<file path="src/rtl/mult_arbiter_if.sv">
`default_nettype none
// ============================================================================
// Module   : mult_arbiter_if
// Purpose  : Bundles the two requester channels and the shared multiplier
//            link seen by mult_arbiter.
// Revision : 1.0 - initial release
// ============================================================================
interface mult_arbiter_if #(
    parameter int tamano = 8
) ();
    // Requester side
    logic                  REQ0;
    logic                  REQ1;
    logic [tamano-1:0]     A0;
    logic [tamano-1:0]     B0;
    logic [tamano-1:0]     A1;
    logic [tamano-1:0]     B1;
    logic                  ACK0;
    logic                  ACK1;
    logic                  ERR;
    logic [2*tamano-1:0]   RES;
    logic                  BUSY;
    // Shared multiplier side
    logic                  M_START;
    logic [tamano-1:0]     M_A;
    logic [tamano-1:0]     M_B;
    logic                  M_END;
    logic [2*tamano-1:0]   M_S;

    // Arbiter view
    modport slave (
        input  REQ0, REQ1, A0, B0, A1, B1, M_END, M_S,
        output ACK0, ACK1, ERR, RES, BUSY, M_START, M_A, M_B
    );

    // Environment view (requesters plus multiplier)
    modport master (
        output REQ0, REQ1, A0, B0, A1, B1, M_END, M_S,
        input  ACK0, ACK1, ERR, RES, BUSY, M_START, M_A, M_B
    );
endinterface
`default_nettype wire

</file>
<file path="src/rtl/mult_arbiter.sv">
`default_nettype none
// ============================================================================
// Module   : mult_arbiter
// Purpose  : Round-robin arbiter sharing one multiplier between two
//            requesters, with a WAIT-cycle timeout that returns RES=0/ERR.
// Revision : 1.0 - initial release
// ============================================================================
module mult_arbiter #(
    parameter int tamano  = 8,
    parameter int TIMEOUT = 40
) (
    input  wire logic          CLOCK,
    input  wire logic          RESET,
    mult_arbiter_if.slave      bus
);

    localparam int CNT_W = $clog2(TIMEOUT + 1);

    typedef enum logic [1:0] {
        S_IDLE   = 2'd0,
        S_LAUNCH = 2'd1,
        S_WAIT   = 2'd2,
        S_RESP   = 2'd3
    } state_t;

    state_t                 state_q, state_d;
    logic                   win_q,   win_d;    // 0: channel 0, 1: channel 1
    logic                   last_q,  last_d;   // channel served most recently
    logic [tamano-1:0]      opa_q,   opa_d;
    logic [tamano-1:0]      opb_q,   opb_d;
    logic [2*tamano-1:0]    res_q,   res_d;
    logic                   err_q,   err_d;
    logic [CNT_W-1:0]       cnt_q,   cnt_d;

    logic                   pick;              // arbitration result this cycle
    logic [CNT_W-1:0]       cnt_inc;

    // Lone requester wins; on a tie the channel that was not served last wins.
    assign pick    = (bus.REQ0 && bus.REQ1) ? ~last_q : bus.REQ1;
    assign cnt_inc = cnt_q + CNT_W'(1);

    // Outputs decoded from the registered state so reset clears them at once.
    assign bus.M_START = (state_q == S_LAUNCH);
    assign bus.ACK0    = (state_q == S_RESP) && !win_q;
    assign bus.ACK1    = (state_q == S_RESP) &&  win_q;
    assign bus.ERR     = (state_q == S_RESP) &&  err_q;
    assign bus.BUSY    = (state_q != S_IDLE);
    assign bus.M_A     = opa_q;
    assign bus.M_B     = opb_q;
    assign bus.RES     = res_q;

    // State and datapath registers; LAST resets to 1 so channel 0 wins the first tie.
    always_ff @(posedge CLOCK or negedge RESET) begin
        if (!RESET) begin
            state_q <= S_IDLE;
            win_q   <= 1'b0;
            last_q  <= 1'b1;
            opa_q   <= '0;
            opb_q   <= '0;
            res_q   <= '0;
            err_q   <= 1'b0;
            cnt_q   <= '0;
        end else begin
            state_q <= state_d;
            win_q   <= win_d;
            last_q  <= last_d;
            opa_q   <= opa_d;
            opb_q   <= opb_d;
            res_q   <= res_d;
            err_q   <= err_d;
            cnt_q   <= cnt_d;
        end
    end

    // Next-state logic: arbitrate, launch, wait for M_END or timeout, respond.
    always_comb begin
        state_d = state_q;
        win_d   = win_q;
        last_d  = last_q;
        opa_d   = opa_q;
        opb_d   = opb_q;
        res_d   = res_q;
        err_d   = err_q;
        cnt_d   = cnt_q;

        unique case (state_q)
            S_IDLE: begin
                if (bus.REQ0 || bus.REQ1) begin
                    win_d   = pick;
                    opa_d   = pick ? bus.A1 : bus.A0;
                    opb_d   = pick ? bus.B1 : bus.B0;
                    state_d = S_LAUNCH;
                end
            end
            S_LAUNCH: begin
                cnt_d   = '0;
                err_d   = 1'b0;
                state_d = S_WAIT;
            end
            S_WAIT: begin
                cnt_d = cnt_inc;
                if (bus.M_END) begin
                    res_d   = bus.M_S;
                    state_d = S_RESP;
                end else if (cnt_inc == CNT_W'(TIMEOUT)) begin
                    // Multiplier never answered: report a zero product with ERR.
                    res_d   = '0;
                    err_d   = 1'b1;
                    state_d = S_RESP;
                end
            end
            S_RESP: begin
                last_d  = win_q;
                state_d = S_IDLE;
            end
            default: begin
                state_d = S_IDLE;
            end
        endcase
    end

endmodule
`default_nettype wire

</file>
<file path="src/flat_wrapper.sv">
// flat-port wrapper written by rule: the top's interface ports become plain ports
module mult_arbiter_flat 
#(
    parameter int tamano  = 8,
    parameter int TIMEOUT = 40
)
  (CLOCK, RESET, bus_REQ0, bus_REQ1, bus_A0, bus_B0, bus_A1, bus_B1, bus_M_END, bus_M_S, bus_ACK0, bus_ACK1, bus_ERR, bus_RES, bus_BUSY, bus_M_START, bus_M_A, bus_M_B);
  mult_arbiter_if #(.tamano(tamano)) bus_i ();
  input  wire logic CLOCK;
  input  wire logic RESET;
  input wire logic [$bits(bus_i.REQ0)-1:0] bus_REQ0;
  input wire logic [$bits(bus_i.REQ1)-1:0] bus_REQ1;
  input wire logic [$bits(bus_i.A0)-1:0] bus_A0;
  input wire logic [$bits(bus_i.B0)-1:0] bus_B0;
  input wire logic [$bits(bus_i.A1)-1:0] bus_A1;
  input wire logic [$bits(bus_i.B1)-1:0] bus_B1;
  input wire logic [$bits(bus_i.M_END)-1:0] bus_M_END;
  input wire logic [$bits(bus_i.M_S)-1:0] bus_M_S;
  output wire logic [$bits(bus_i.ACK0)-1:0] bus_ACK0;
  output wire logic [$bits(bus_i.ACK1)-1:0] bus_ACK1;
  output wire logic [$bits(bus_i.ERR)-1:0] bus_ERR;
  output wire logic [$bits(bus_i.RES)-1:0] bus_RES;
  output wire logic [$bits(bus_i.BUSY)-1:0] bus_BUSY;
  output wire logic [$bits(bus_i.M_START)-1:0] bus_M_START;
  output wire logic [$bits(bus_i.M_A)-1:0] bus_M_A;
  output wire logic [$bits(bus_i.M_B)-1:0] bus_M_B;
  assign bus_i.REQ0 = bus_REQ0;
  assign bus_i.REQ1 = bus_REQ1;
  assign bus_i.A0 = bus_A0;
  assign bus_i.B0 = bus_B0;
  assign bus_i.A1 = bus_A1;
  assign bus_i.B1 = bus_B1;
  assign bus_i.M_END = bus_M_END;
  assign bus_i.M_S = bus_M_S;
  assign bus_ACK0 = bus_i.ACK0;
  assign bus_ACK1 = bus_i.ACK1;
  assign bus_ERR = bus_i.ERR;
  assign bus_RES = bus_i.RES;
  assign bus_BUSY = bus_i.BUSY;
  assign bus_M_START = bus_i.M_START;
  assign bus_M_A = bus_i.M_A;
  assign bus_M_B = bus_i.M_B;
  mult_arbiter #(.tamano(tamano), .TIMEOUT(TIMEOUT)) u_core (.CLOCK(CLOCK), .RESET(RESET), .bus(bus_i));
endmodule
</file>
<file path="config.mk">
export PLATFORM = sky130hd
export DESIGN_NAME = mult_arbiter_flat
export DESIGN_NICKNAME = d
export VERILOG_FILES = /design/src/rtl/mult_arbiter_if.sv /design/src/rtl/mult_arbiter.sv /design/src/flat_wrapper.sv
export SDC_FILE = /design/constraint.sdc
export NUM_CORES = 1
export LEC_CHECK = 0
export ABC_AREA = 1
export CORE_MARGIN = 4
export CORE_UTILIZATION = 35
export DETAILED_ROUTE_END_ITERATION = 8
export HOLD_SLACK_MARGIN = 0.08
export PLACE_DENSITY = 0.69
export SLEW_MARGIN = 20
export SYNTH_ARGS = -nofsm -noshare
export SYNTH_HDL_FRONTEND = slang
export SYNTH_SLANG_ARGS = --single-unit
</file>
<file path="constraint.sdc">
create_clock -name CLOCK -period 2.05 [get_ports CLOCK]
set_clock_uncertainty 0.05 [all_clocks]
set_input_delay 0.41 -clock CLOCK [delete_from_list [all_inputs] [get_ports CLOCK]]
set_output_delay 0.41 -clock CLOCK [all_outputs]
set_load 0.01 [all_outputs]
</file>
* Word-level counts from Yosys, hierarchy flattened
Index checks and enable logic that the tools add are counted.
** Cells by class
- $add $sub $neg :: 1
- Bitwise operators :: 1
- Mux-type cells :: 13
- Equal/unequal tests :: 8
- Reductions and logical operators :: 14
** Operators by type and width (number)
- $mux 16 :: 2
- $mux 8 :: 2
- $pmux 6 s2 :: 1
- $pmux 2 s4 :: 1
- $add 6x1->6 const B :: 1
- $eq 6x6->1 const B :: 1
- $mux 2 :: 3
- $reduce_and 2->1 :: 3
- $reduce_bool 2->1 :: 3
- $eq 2x2->1 const B :: 2
- $logic_and 1x1->1 :: 4
- $ne 2x1->1 const B :: 2
- $mux 1 :: 3
- $ne 3x2->1 const B :: 1
- $reduce_and 3->1 :: 1
- $eq 2x1->1 const B :: 1
- $logic_not 2->1 :: 1
- $ne 2x2->1 const B :: 1
- $pmux 1 s2 :: 1
- $logic_not 1->1 :: 1
- $logic_or 1x1->1 :: 1
- $not 1->1 :: 1
** Storage, ports and cells
- Output and inout port bits :: 37
- Register bits after elaboration :: 43
- Bits of input ports :: 53

* Longest topological paths before layout
Gate-level depths: netlist of run 1.
- Depth after elaboration :: 5
- Gate-level depth with buffers :: 11
- Gate-level depth less buffers :: 11

* Least setup slack after synthesis of run 1
OpenSTA, ideal clock, no wires.
- Path type :: register to register
- From :: register u_core.cnt_q[0]
- To :: register u_core.res_q[10] (netlist: u_core.bus.RES[10])
- Period minus slack after synthesis :: 1.544 ns
- Required time :: 1.883 ns
- Path slack :: 0.506 ns
- Stages on the path, launching flop included :: 11
- Arrival time :: 1.377 ns
- Path through :: dfrtp_1 -> ha_1 -> nand2_2 -> inv_1 -> nand3_1 -> nand2_2 -> nor2_4 -> nand3_4 -> buf_6 -> nand3_1 -> nand2_1
** Between the ends
- Longest elaborated chain between the ends :: 4
** Ends and longest elaborated chain
- start: declaration :: line mult_arbiter.sv:33 : logic [CNT_W-1:0] cnt_q, cnt_d;
- start signal: assignment :: line mult_arbiter.sv:71 : cnt_q <= cnt_d;
- $add 6x1->6 :: line mult_arbiter.sv:40 : assign cnt_inc = cnt_q + CNT_W'(1);
- $eq 6x6->1 :: line mult_arbiter.sv:105 : end else if (cnt_inc == CNT_W'(TIMEOUT)) begin
- $reduce_bool 2->1 (no source line)
- $reduce_and 2->1 (no source line)
- end signal: assignment :: line mult_arbiter.sv:69 : res_q <= res_d;
- end: declaration :: line mult_arbiter.sv:31 : logic [2*tamano-1:0] res_q, res_d;
No other way between the ends.
A chain may end at the register's enable or synchronous reset.

* Worst setup path after layout of run 1
- From :: register u_core.state_q[1]
- To :: output bus_ERR
** Between the ends
- Longest elaborated chain between the ends :: 2
** Ends and longest elaborated chain
- start: declaration :: line mult_arbiter.sv:26 : state_t state_q, state_d;
- start signal: assignment :: line mult_arbiter.sv:64 : state_q <= state_d;
- $eq 2x2->1 :: line mult_arbiter.sv:46 : assign bus.ERR = (state_q == S_RESP) && err_q;
- $logic_and 1x1->1 :: line mult_arbiter.sv:46
- end: declaration :: line flat_wrapper.sv:21 : output wire logic [$bits(bus_i.ERR)-1:0] bus_ERR;
No other way between the ends.

==> reports/metrics.yaml, run 1 <==
worst-endpoint-required_ns: 1.59
vias_per_cell: 4.51
die_area_mm2: 0.00712
peakVddDrop_mv: 0.521
path_class: "reg -> out"
synthArstFlopShare_pct: 100
io-pin-count: 90
fin_tns_setup_ns: 0
report.final.setup_viol: 0
syn_nets: 298
overflow: 0
yosysMostFrequentCell: "nand2_1"
tightest_slew_ns: 0.543
drt_iter0_markers: 40
fillers: 519
yosysWarnings: 0
drv_cap: 0
drc: 0
antennaDiodeCount: 0
port_buffers: 89
synth_area_leader_cell: "dfrtp_1"
critical_path_arrival_ns: 1.53
dieHeight_um: 84.4
synth_commonest_cells: "85 x nand2_1, 42 x dfrtp_1, 24 x nor2_1, 18 x nand3_1"
start_kind: "register"
critPathMaxFanout: 4
power.static_leakage_nw: 1.46
maxSlewViolCount: 0
ys_ff_latch: 43
max_freq_mhz: 504
synthTopCellsByArea: "dfrtp_1 51%, nand2_1 16%, a31oi_1 4.9%"
insertion_delay_ns: 0.29
row_count: 27
syn_area_mm2: 0.00204
gp_congestion: 0.804
p_per_area_mw_per_mm2: 1270
fin_nets: 392
htree_levels: 2
clkTransAtPathRegs_ns: 0.08
rsz0062_at_grt: "false"
seq_area_frac_synth_pct: 52.8
coreArea_mm2: 0.00557
dp_slack_ns: 0.287
ctsLongestPathBuffers: 2
grt_max_degree: 33
wl_mm: 5.11
synthFlopType: "dfrtp_1"
period_minus_slack_ns: 1.99
slew_headroom_pct: 63.8
synth_top_cell_area_share_pct: 51.5
via_count: 1836
avgSynthCellArea_um2: 8.51
fin_crit_sh_pct: 96.9
numClockSinks: 43
wl_per_cell_um: 12.6
hp-class: "reg -> reg"
grt_pass1_vias: 1834
cts-buffers-inserted: 5
grt_usage_pct: 14.8
hold_viol: 0
finalWorstSetupSlack_ns: 0.0641
hpwlAfterDp_mm: 3.93
cts_tree: "yes"
grt_antenna_before_repair: 0
multi_input_area_um2: 838
grt_first_pass_wirelength_mm: 8.54
regArea_mm2: 0.00108
area_growth_pct: 52.3
die_x_um: 84.4
layout-drive-gt1-share_pct: 9.25
cts_root_buf: "clkbuf_8"
critPathCaptureType: "output pin"
outcome: "complete, no violations"
synth_cell_types: 26
firstDrtPassIters: 4
ant_nets: 0
synth_edf_count: 0
syn_inst: 240
start_util_pct: 36.6
[through the flow]
stage | cell area [um^2] | utilization [%] | hold slack (ns) | instances | power [mW]
after global placement | 3010 | 53.9 | 0.381 | 397 | 3.43
after floorplan | 2040 | - | 0.0644 | 240 | 2.43
final | 3110 | 55.8 | 0.426 | 407 | 3.94
after global routing | 3110 | 55.8 | 0.446 | 407 | 4.28
after CTS | 3100 | 55.6 | 0.433 | 406 | 3.98
after detailed placement | 3010 | 53.9 | 0.386 | 397 | 3.47
[final timing paths]
| kind | cells past startpoint | slack (ns) | end | from |
|---|---|---|---|---|
| worst max-delay path | 4 | 0.06 | bus_ERR | u_core.state_q[1] |
| max in group asynchronous | 3 | 0.81 | u_core.bus.M_A[5] | RESET |
| worst min register to register | 2 | 0.43 | u_core.last_q | u_core.last_q |
| worst min-delay path | 2 | 0.43 | u_core.last_q | u_core.last_q |
| min in group asynchronous | 2 | 0.59 | u_core.cnt_q[0] | RESET |
| worst max register to register | 7 | 0.33 | u_core.bus.RES[7] | u_core.state_q[0] |
[area by class of cell]
cell class,instances,share of cell area (%)
Sequential cell,43,34.6
Clock buffer,5,2.21
Timing Repair Buffer,96,30.7
Multi-Input combinational cell,170,27.0
Inverter,18,2.17
Clock inverter,3,0.483
Tap cell,72,2.90
[timing repair]
item,in CTS,in global routing
hold buffers,1,0
gates resized for setup,3,1
buffers inserted,0,1
endpoints found under the setup margin,2,1
hold endpoints to repair,21,0
[state kept, by name, indices dropped and copies added (netlist names)]
signal	flops
u_core.bus.RES	16
u_core.bus.M_A	8
u_core.bus.M_B	8
u_core.cnt_q	6
u_core.state_q	2
u_core.err_q	1
u_core.last_q	1
u_core.win_q	1
[power by group]
| group | switching, mW | internal, mW | total [mW] |
|---|---|---|---|
| Clock | 0.278 | 0.233 | 0.511 |
| Combinational | 0.944 | 1.03 | 1.98 |
| Sequential | 0.220 | 1.23 | 1.45 |
| Total | 1.44 | 2.50 | 3.94 |
[cell families (layout without fill, tap and decap cells)]
| kind of cell | count (synthesis) | count (layout) | synth area share (%) |
|---|---|---|---|
| buffers and inverters | 27 | 122 | 6.31 |
| AO/OA/AOI/OAI | 27 | 27 | 8.27 |
| flip-flops | 43 | 43 | 52.8 |
| AND/OR/NAND/NOR | 137 | 137 | 29.0 |
| adder cells (fa/ha/maj) | 5 | 5 | 3.06 |
| multiplexers | 1 | 1 | 0.551 |
[worst max-delay path, cell delays in order (launching register included)]
cell and delay (ns):
dfrtp_1 0.39, ha_2 0.22, nand2_1 0.05, inv_1 0.05
clkdlybuf4s50_1 0.53
[layout by cell type (no fill, tap or decap)]
cell / count
nand2_1: 85
clkdlybuf4s50_1: 85
dfrtp_1: 42
nor2_1: 24
nand3_1: 18
inv_1: 16
a31oi_1: 16
o21ai_0: 5
clkbuf_8: 5
buf_4: 5
nand3_2: 4
ha_1: 4
nand2_2: 3
clkinv_2: 3
inv_2: 2
a21oi_1: 2
dlygate4sd2_1: 2
o21ai_2: 1
nand4_1: 1
nor2_4: 1
nand3_4: 1
a21oi_2: 1
mux2_2: 1
a22oi_1: 1
a22o_1: 1
ha_2: 1
dlygate4sd3_1: 1
buf_2: 1
dlymetal6s2s_1: 1
buf_12: 1
dfstp_2: 1
[metal layers]
metal	global-route usage (%)	up-vias	wire length (um)
li1	-	960	-
met3	5.40	5	437
met4	4.46	0	62
met1	17.4	811	2250
met5	0	-	0
met2	25.3	60	2360
Power figures use the tool's default switching activity.
==> run 2, diff against run 1 <==
Settings changed: MAX_ROUTING_LAYER from default to met4.
==> reports/metrics.yaml, run 2 (synthesis gave the netlist of run 1 again) <==
tightest_slew_ns: 0.543  # unchanged
cts_root_buf: "clkbuf_8"
grt_antenna_before_repair: 0  # unchanged
firstDrtPassIters: 4  # unchanged
start_util_pct: 36.6  # unchanged
slew_headroom_pct: 63.8  # unchanged
p_per_area_mw_per_mm2: 1270  # about the same
power.static_leakage_nw: 1.46  # unchanged
ant_nets: 0  # unchanged
multi_input_area_um2: 838  # unchanged
placed_area_mm2: 0.00301  # unchanged
fin_tns_setup_ns: 0  # unchanged
grt_first_pass_wirelength_mm: 8.53  # about the same
via_count: 1837  # +0.054%
period_minus_slack_ns: 1.99  # +0.000183 ns
port_buffers: 89  # unchanged
antennaDiodeCount: 0  # unchanged
overflow: 0  # unchanged
fillers: 519  # unchanged
peakVddDrop_mv: 0.521  # about the same
fin_crit_sh_pct: 96.9  # about the same
critPathCaptureType: "output pin"
start_kind: "register"
slowest_delay_ns: 0.53  # about the same
io-pin-count: 90  # unchanged
vias_per_cell: 4.51  # about the same
rsz0062_at_grt: "false"
ctsLongestPathBuffers: 2  # unchanged
htree_levels: 2  # unchanged
regArea_mm2: 0.00108  # unchanged
hpwlAfterDp_mm: 3.93  # unchanged
gp_congestion: 0.816  # +1.5%
hold_viol: 0  # unchanged
stdcell_area_mm2: 0.00311  # unchanged
worst-endpoint-required_ns: 1.59  # about the same
cts-buffers-inserted: 5  # unchanged
grt_max_degree: 33  # unchanged
coreArea_mm2: 0.00557  # unchanged
critical_path_arrival_ns: 1.53  # about the same
hp-class: "reg -> reg"
max_freq_mhz: 504  # about the same
path_class: "reg -> out"
layout-drive-gt1-share_pct: 9.25  # unchanged
cts_tree: "yes"
p_total_mw: 3.94  # about the same
die_area_mm2: 0.00712  # unchanged
largest_reg_flops: 16  # unchanged
grt_usage_pct: 15.2  # +0.45 points
wl_per_cell_um: 12.6  # about the same
row_count: 27  # unchanged
cp_cell_sequence: "ha_2 -> nand2_1 -> inv_1 -> clkdlybuf4s50_1"
clkTransAtPathRegs_ns: 0.08  # about the same
cp_slowest_cell: "clkdlybuf4s50_1"
outcome: "complete, no violations"
fin_nets: 392  # unchanged
wl_mm: 5.12  # about the same
drv_cap: 0  # unchanged
post-route-util_pct: 55.8  # unchanged
critPathMaxFanout: 4  # unchanged
maxSlewViolCount: 0  # unchanged
insertion_delay_ns: 0.29  # about the same
dieHeight_um: 84.4  # unchanged
report.final.setup_viol: 0  # unchanged
area_growth_pct: 52.3  # unchanged
drt_iter0_markers: 49  # +23%
layout_common_cells: "85 x nand2_1, 85 x clkdlybuf4s50_1, 42 x dfrtp_1"
grt_pass1_vias: 1836  # +0.11%
numClockSinks: 43  # unchanged
die_x_um: 84.4  # unchanged
drc: 0  # unchanged
==> run 2: area by class of cell <==
| cell class | instances | area share [%] |
|---|---|---|
| clock inverters | 3 | 0.483 |
| clock buffers | 5 | 2.21 |
| flip-flops and latches | 43 | 34.6 |
| inverters | 18 | 2.17 |
| multi-input cells | 170 | 27.0 |
| repair buffers | 96 | 30.7 |
| well taps | 72 | 2.90 |
==> run 2: path summary, 6_finish.rpt <==
kind	start	endpoint	slack (ns)	cells past startpoint
setup / recovery	u_core.state_q[1]	bus_ERR	0.06	4
hold / removal	u_core.last_q	u_core.last_q	0.43	2
setup reg to reg	u_core.state_q[0]	u_core.bus.RES[7]	0.33	7
hold reg to reg	u_core.last_q	u_core.last_q	0.43	2
max in group asynchronous	RESET	u_core.bus.M_A[5]	0.81	3
min in group asynchronous	RESET	u_core.cnt_q[0]	0.59	2
==> run 2: worst max-delay path, delay by kind of cell (launching register included) <==
family	cells	cell delay (ns)
adder cells (fa/ha/maj)	1	0.22
AND/OR/NAND/NOR	1	0.05
buffers and inverters	2	0.58
flip-flops	1	0.39
==> run 2: repair_timing <==
action,CTS,global route
buffers inserted,0,1
pin swaps,0,0
hold buffers,1,0
gates resized for setup,3,1
cloned,0,0
hold endpoints to repair,21,0
endpoints found under the setup margin,2,1
==> run 2: layer usage <==
| metal | track usage (%) | up-vias | wire length, um |
|---|---|---|---|
| met1 | 17.5 | 810 | 2280 |
| met4 | 4.46 | 0 | 51 |
| met5 | - | - | 0 |
| met2 | 25.4 | 62 | 2370 |
| met3 | 5.10 | 5 | 412 |
| li1 | - | 960 | - |
==> run 2: power breakdown <==
part	switching (mW)	internal, mW	leakage (nW)	total (mW)
Combinational	0.944	1.03	0.891	1.98
Clock	0.278	0.233	0.0477	0.511
Sequential	0.220	1.23	0.521	1.45
Total	1.44	2.50	1.46	3.94
==> run 2: through the flow <==
step	worst slack, ns	instances	hold slack [ns]
2_1_floorplan	0.506	240	0.0644
3_3_place_gp	0.316	397	0.381
3_5_place_dp	0.287	397	0.386
4_1_cts	0.0287	406	0.433
5_1_grt	0.00128	407	0.446
6_report	0.0640	407	0.426
